**src/rtl/pal_pkg.sv**
```systemverilog
// pal_pkg: shared state encoding, fuse-map geometry helpers and config-bit offsets for pal_reg.
package pal_pkg;
  typedef enum logic [1:0] {UNPROG, LOAD, RUN} state_e;
  localparam int REG_EN_OFS = 0;
  localparam int INV_OFS = 1;
  function automatic int term_len(input int n_in, input int n_out);
    return 2 * (n_in + n_out);
  endfunction
  function automatic int cell_width(input int n_in, input int n_out, input int n_pt);
    return n_pt * term_len(n_in, n_out) + 2;
  endfunction
  // Config bits sit at t=N_PT, so fuse_idx(o, N_PT, *_OFS) addresses them too.
  function automatic int fuse_idx(input int o, input int t, input int k,
                                  input int n_in = 3, input int n_out = 3, input int n_pt = 3);
    return o * cell_width(n_in, n_out, n_pt) + t * term_len(n_in, n_out) + k;
  endfunction
endpackage

```
**src/rtl/pal_macrocell.sv**
```systemverilog
// pal_macrocell: one output's AND-OR plane, polarity, feedback register and output mux.
module pal_macrocell
  import pal_pkg::*;
#(
  parameter int N_IN = 3,
  parameter int N_OUT = 3,
  parameter int N_PT = 3
) (
  input  logic clk,
  input  logic rst,
  input  logic [cell_width(N_IN, N_OUT, N_PT)-1:0] fuse_i,
  input  logic [N_IN-1:0] in_i,
  input  logic [N_OUT-1:0] fb_i,
  input  logic run_i,
  input  logic en_i,
  input  logic ce_i,
  output logic q_o,
  output logic out_o
);
  localparam int L = term_len(N_IN, N_OUT);
  localparam int REG_EN = fuse_idx(0, N_PT, REG_EN_OFS, N_IN, N_OUT, N_PT);
  localparam int INV = fuse_idx(0, N_PT, INV_OFS, N_IN, N_OUT, N_PT);
  logic [N_IN+N_OUT-1:0] sig;
  logic [L-1:0] lit, m;
  logic [N_PT-1:0] term;
  logic pre, q_q;
  assign sig = {fb_i, in_i};
  // An empty term reads 0, so a term needs at least one fuse plus all connected literals true.
  always_comb begin
    lit = '0;
    m = '0;
    term = '0;
    for (int j = 0; j < N_IN + N_OUT; j++) begin
      lit[2*j] = sig[j];
      lit[2*j+1] = ~sig[j];
    end
    for (int t = 0; t < N_PT; t++) begin
      m = fuse_i[t*L +: L];
      term[t] = (|m) & (&(lit | ~m));
    end
  end
  assign pre = (|term) ^ fuse_i[INV];
  always_ff @(posedge clk)
    if (rst || !run_i) q_q <= 1'b0;
    else if (ce_i) q_q <= pre;
  assign q_o = q_q;
  assign out_o = en_i ? (fuse_i[REG_EN] ? q_q : pre) : 1'b0;
endmodule

```
**src/rtl/pal_reg.sv**
```systemverilog
// pal_reg: serially programmed registered PAL; holds the load FSM, fuse store and macrocell array.
module pal_reg
  import pal_pkg::*;
#(
  parameter int N_IN = 3,
  parameter int N_OUT = 3,
  parameter int N_PT = 3
) (
  input  logic clk,
  input  logic rst,
  input  logic [N_IN-1:0] in,
  input  logic ce,
  input  logic prog_start,
  input  logic prog_valid,
  input  logic prog_bit,
  output logic [N_OUT-1:0] out,
  output logic prog_busy,
  output logic prog_done,
  output logic programmed
);
  localparam int CW = cell_width(N_IN, N_OUT, N_PT);
  localparam int FUSES = N_OUT * CW;
  localparam int CNTW = $clog2(FUSES + 1);
  state_e state_q, state_d;
  logic [CNTW-1:0] cnt_q, cnt_d;
  logic [FUSES-1:0] fuse_q, fuse_d;
  logic done_q, done_d;
  logic [N_OUT-1:0] q;
  // prog_start dominates every state and discards any bit presented with it.
  always_comb begin
    state_d = state_q;
    cnt_d = cnt_q;
    fuse_d = fuse_q;
    done_d = 1'b0;
    if (prog_start) begin
      state_d = LOAD;
      cnt_d = '0;
    end else if (state_q == LOAD && prog_valid) begin
      fuse_d[cnt_q] = prog_bit;
      cnt_d = cnt_q + CNTW'(1);
      state_d = (cnt_q == CNTW'(FUSES - 1)) ? RUN : LOAD;
      done_d = (cnt_q == CNTW'(FUSES - 1));
    end
  end
  always_ff @(posedge clk)
    if (rst) begin
      state_q <= UNPROG;
      cnt_q <= '0;
      fuse_q <= '0;
      done_q <= 1'b0;
    end else begin
      state_q <= state_d;
      cnt_q <= cnt_d;
      fuse_q <= fuse_d;
      done_q <= done_d;
    end
  for (genvar o = 0; o < N_OUT; o++) begin : g_mc
    pal_macrocell #(.N_IN(N_IN), .N_OUT(N_OUT), .N_PT(N_PT)) u_mc (
      .clk(clk),
      .rst(rst),
      .fuse_i(fuse_q[o*CW +: CW]),
      .in_i(in),
      .fb_i(q),
      .run_i(state_q == RUN && !prog_start),
      .en_i(state_q == RUN),
      .ce_i(ce),
      .q_o(q[o]),
      .out_o(out[o])
    );
  end
  assign prog_busy = (state_q == LOAD);
  assign programmed = (state_q == RUN);
  assign prog_done = done_q;
endmodule
```
**config.mk**
```make
export PLATFORM = sky130hd
export DESIGN_NAME = pal_reg
export DESIGN_NICKNAME = d
export VERILOG_FILES = /design/src/rtl/pal_pkg.sv /design/src/rtl/pal_macrocell.sv /design/src/rtl/pal_reg.sv
export SDC_FILE = /design/constraint.sdc
export NUM_CORES = 1
export LEC_CHECK = 0
export ABC_AREA = 0
export BUFFER_PORTS_ARGS = -buffer_cell sky130_fd_sc_hd__buf_2
export CORE_ASPECT_RATIO = 1.4
export CORE_UTILIZATION = 28
export CTS_CLUSTER_DIAMETER = 30
export DETAILED_ROUTE_END_ITERATION = 8
export HOLD_SLACK_MARGIN = 0.1
export PLACE_DENSITY = 0.48
export SYNTH_ARGS = -nofsm -noshare
export SYNTH_HDL_FRONTEND = slang
export SYNTH_SLANG_ARGS = --single-unit
```
**constraint.sdc**
```tcl
create_clock -name clk -period 1.6 [get_ports clk]
set_input_delay 0.08 -clock clk [delete_from_list [all_inputs] [get_ports clk]]
set_output_delay 0.08 -clock clk [all_outputs]
set_load 0.02 [all_outputs]
```
==> results by stage <==
Yosys:
- The mapped netlist covers 6520 um^2.
- The number of enable flip-flop cells after synthesis is 0.
- Counting instances in the post-synthesis netlist gives the leading cell types as 180 x nand2_1, 127 x dfxtp_1, 121 x mux2i_1, 84 x nor2_1, 56 x nand3_1.
- By area the synthesized netlist is led by dfxtp_1 39%, mux2i_1 19%, nand2_1 10%, nor2_1 4.8%, nand3_1 4.3%.
- Yosys instantiated no cell more often than nand2_1.
- The area share of the largest cell type after synthesis is 39.0%.
- The mean instance size in the synthesized netlist is 8.03 um^2.
- The share of synthesized registers carrying an async set or reset is 0%.
- The number of warnings printed during yosys synthesis is 0.
- Of all cell types, the one taking the most synthesized area is dfxtp_1.
- The sequential cell area fraction in the yosys report is 39.0%.
- The leading register cell type out of synthesis is dfxtp_1.
- Synthesis inferred 127 register bits.
- In the synthesized netlist, the number of instances is 812.
- Synthesis produced a netlist with a net count of 823.
- Yosys mapped the design onto 39 distinct sky130hd cell types.

Worst setup path:
- Data on the critical path is required at its endpoint by 1.52 ns.
- The category of the worst setup path launch point is a flop.
- Measured in cells, the most critical reg-to-reg path has a length of 10.
- The worst register-to-register path ends at fuse_q[5]$_SDFFE_PP0P_.
- The endpoint of the most critical setup path is out[1].
- The setup check on the worst reg-to-reg path leaves a slack of -0.29 ns.
- The data arrival time of the worst path is 2.08 ns.
- The most critical setup path has its startpoint at fuse_q[38]$_SDFFE_PP0P_.
- Along the worst path, the maximum fanout reaches 4.
- The worst setup path is captured at an output port.
- The kind of critical path is flop to output port.
- In this run the critical register-to-register path is launched from cnt_q[2]$_SDFFE_PP0P_.

Clock tree:
- The clock passes through at most 2 buffers.
- Clock-pin slew was measured on the worst setup and hold paths at 0.06 ns.
- The clock root buffer is clkbuf_16.
- The CTS buffer count is 17.
- Clock tree synthesis found a total of 127 sinks.
- The number of H-tree levels is 4.
- The clock tree from TritonCTS is done.
- The clock insertion delay at the later pin of the skew report is 0.43 ns.

Outcome:
- The final reports fail on setup timing.
- The run finished, with violations left.

Floorplan:
- The floorplan has 65 rows.
- Measured along the x axis, the die boundary spans 131 um.
- In this run the count of I/O pins placed on the die edge is 15.
- The die is 183 um tall.
- The die covers 23900 um^2.
- Once the floorplan was initialized, standard cells occupied 28.8% of the core.
- The core area is 22700 um^2.

GRT:
- The largest net degree at the start of global routing is 116.
- The number of global-route vias before repair is 6297.
- The initial antenna violation count is 0.
- The leftover overflow at the end of global routing is 0.
- In the global route stage, overall resource usage came out at 19.4%.
- The first global-routing pass estimated 34600 um of wire.

Hold path:
- The worst hold path belongs to the class input pin to flop.

STA:
- In this run the tightest slew margin relative to its limit is 57.9%.
- Setup repair after global routing could not meet its margin everywhere.
- The setup slack after layout is -0.562 ns.
- Timing would allow up to 463 MHz.
- The number of hold violations in the final report is 0.
- Setup violations remaining at the end of the flow were counted as 120.
- The worst hold slack after final layout is 0.185 ns.
- Between clock sinks in the finished design, the worst skew comes to 0.0127 ns.
- The clock period minus final worst setup slack is 2.16 ns.
- The transition time at the pin with the least slew margin is 0.631 ns.
- The count of final max-slew check failures is 0.
- The portion of the clock cycle consumed by the worst path in the final layout is 135%.
- The accumulated negative setup slack is -21.14 ns.

Routing:
- The number of nets with antenna violations after detailed routing is 0.
- The total wirelength of the detailed-routed design is 23500 um.
- The first-pass iteration count of the detailed router is 4.
- After detailed routing, the average wire length per cell comes to 18.2 um.
- For this block, the initial DRC count from the detailed router was 301.
- The number of remaining DRC errors is 0.
- For this block, the via count after detailed routing is 6424.
- Dividing the detail-routed via count by the number of cells gives 4.98.

Power:
- Dividing total power by cell area gives a power density of 716 nW/um^2.
- Across the VDD grid, the largest voltage drop is 0.603 mV.
- Total power for the finished layout comes to 7.65 mW.
- The leakage power figure is 5.21 nW.

Cells and area:
- Compared with the post-synthesis result, the final layout area differs by 63.8%.
- 0 antenna diodes ended up in the layout.
- After the last flow step, the layout net total stands at 987.
- The share of cells above drive strength 1 is 49.7%.
- Fill cells in the final layout number 2110.
- The post-route core utilization is 47.1%.

Placement:
- Port buffering added 14 buffers.
- The placed wire-length estimate is 13500 um.
- The congestion estimate from routability-driven global placement came to 0.780.

Flow run:
- The reported max-cap violation count is 0.
## flip-flops by register name, summed over array words and instances, names as in the netlist
name and count:
fuse_q 114, g_mc.u_mc.q_o 3, cnt_q 7, state_q 2, prog_done 1
## logic make-up (layout without fill, tap and decap cells)
logic type	count (synthesis)	in the layout	synth area share, %
AO/OA/AOI/OAI	64	64	5.29
adder cells (fa/ha/maj)	2	2	0.384
multiplexers	121	121	18.6
buffers and inverters	74	251	5.50
XOR/XNOR	5	5	0.671
flip-flops	127	127	39.0
AND/OR/NAND/NOR	419	419	30.6
## worst min-delay path by stage
stage | start | cells past startpoint | endpoint
2_1_floorplan | ce | 3 | g_mc[2].u_mc.q_o$_SDFFE_PP0P_
3_3_place_gp | prog_start | 3 | state_q[0]$_SDFFE_PP0P_
3_5_place_dp | prog_start | 3 | state_q[0]$_SDFFE_PP0P_
4_1_cts | prog_valid | 4 | cnt_q[1]$_SDFFE_PP0P_
5_1_grt | prog_valid | 4 | cnt_q[1]$_SDFFE_PP0P_
6_report | prog_valid | 4 | cnt_q[1]$_SDFFE_PP0P_
## cell usage in the layout, fill, tap and decap left out, drive strengths merged, types with 3 or more instances in the layout
cell type,n
nor2,87
buf,205
nor3,18
and3,10
nand2b,5
a32oi,6
dfxtp,127
bufinv,4
a21oi,50
xnor2,3
o21ai,7
nand3,56
inv,5
dlygate4sd3,3
nand4,8
nor4,36
nand3b,4
mux2i,121
nand2,180
or4,6
clkbuf,27
clkinv,5
## stage by stage
stage               instance area (um^2)  cells  setup slack (ns)
global route                       10700   1290            -0.649
finish                             10700   1290            -0.562
floorplan                           6550    812           -0.0279
CTS                                 9490   1274            -0.611
detailed placement                  8130   1224            -0.314
global placement                    8130   1224            -0.276
## metal layers
metal | global-route usage (%) | part of all wire, %
met5 | 0 | 0
met4 | 8.28 | 3.1
met3 | 3.75 | 3.2
met2 | 33.5 | 52
met1 | 23.1 | 42
## layout make-up
| class | instances | area [um^2] | share of cell area, % |
|---|---|---|---|
| inverters | 5 | 21.3 | 0.199 |
| well taps | 301 | 377 | 3.52 |
| clock buffers | 21 | 450 | 4.22 |
| flip-flops and latches | 127 | 2580 | 24.2 |
| clock inverters | 11 | 164 | 1.53 |
| repair buffers | 214 | 2210 | 20.7 |
| multi-input cells | 611 | 4880 | 45.7 |
## worst max-delay path: stages, from the launching register on
cell	delay [ns]
dfxtp_2	0.33
nor4_4	0.28
and3_4	0.23
nor4_4	0.05
or4_4	0.55
nand3_4	0.10
buf_6	0.12
## repair_timing
action	4_1_cts	5_1_grt
gates resized for setup	124	261
pin swaps	45	102
gates cloned	4	7
buffers inserted	15	15
endpoints found under the setup margin	58	114
hold buffers	3	0
endpoints found under the hold margin	5	0
## power by group
| group | internal (mW) | switching [mW] |
|---|---|---|
| logic | 0.131 | 0.228 |
| clock network | 2.64 | 1.48 |
| registers | 3.16 | 0.00614 |
Note: power is estimated with default switching activity, not from simulation.
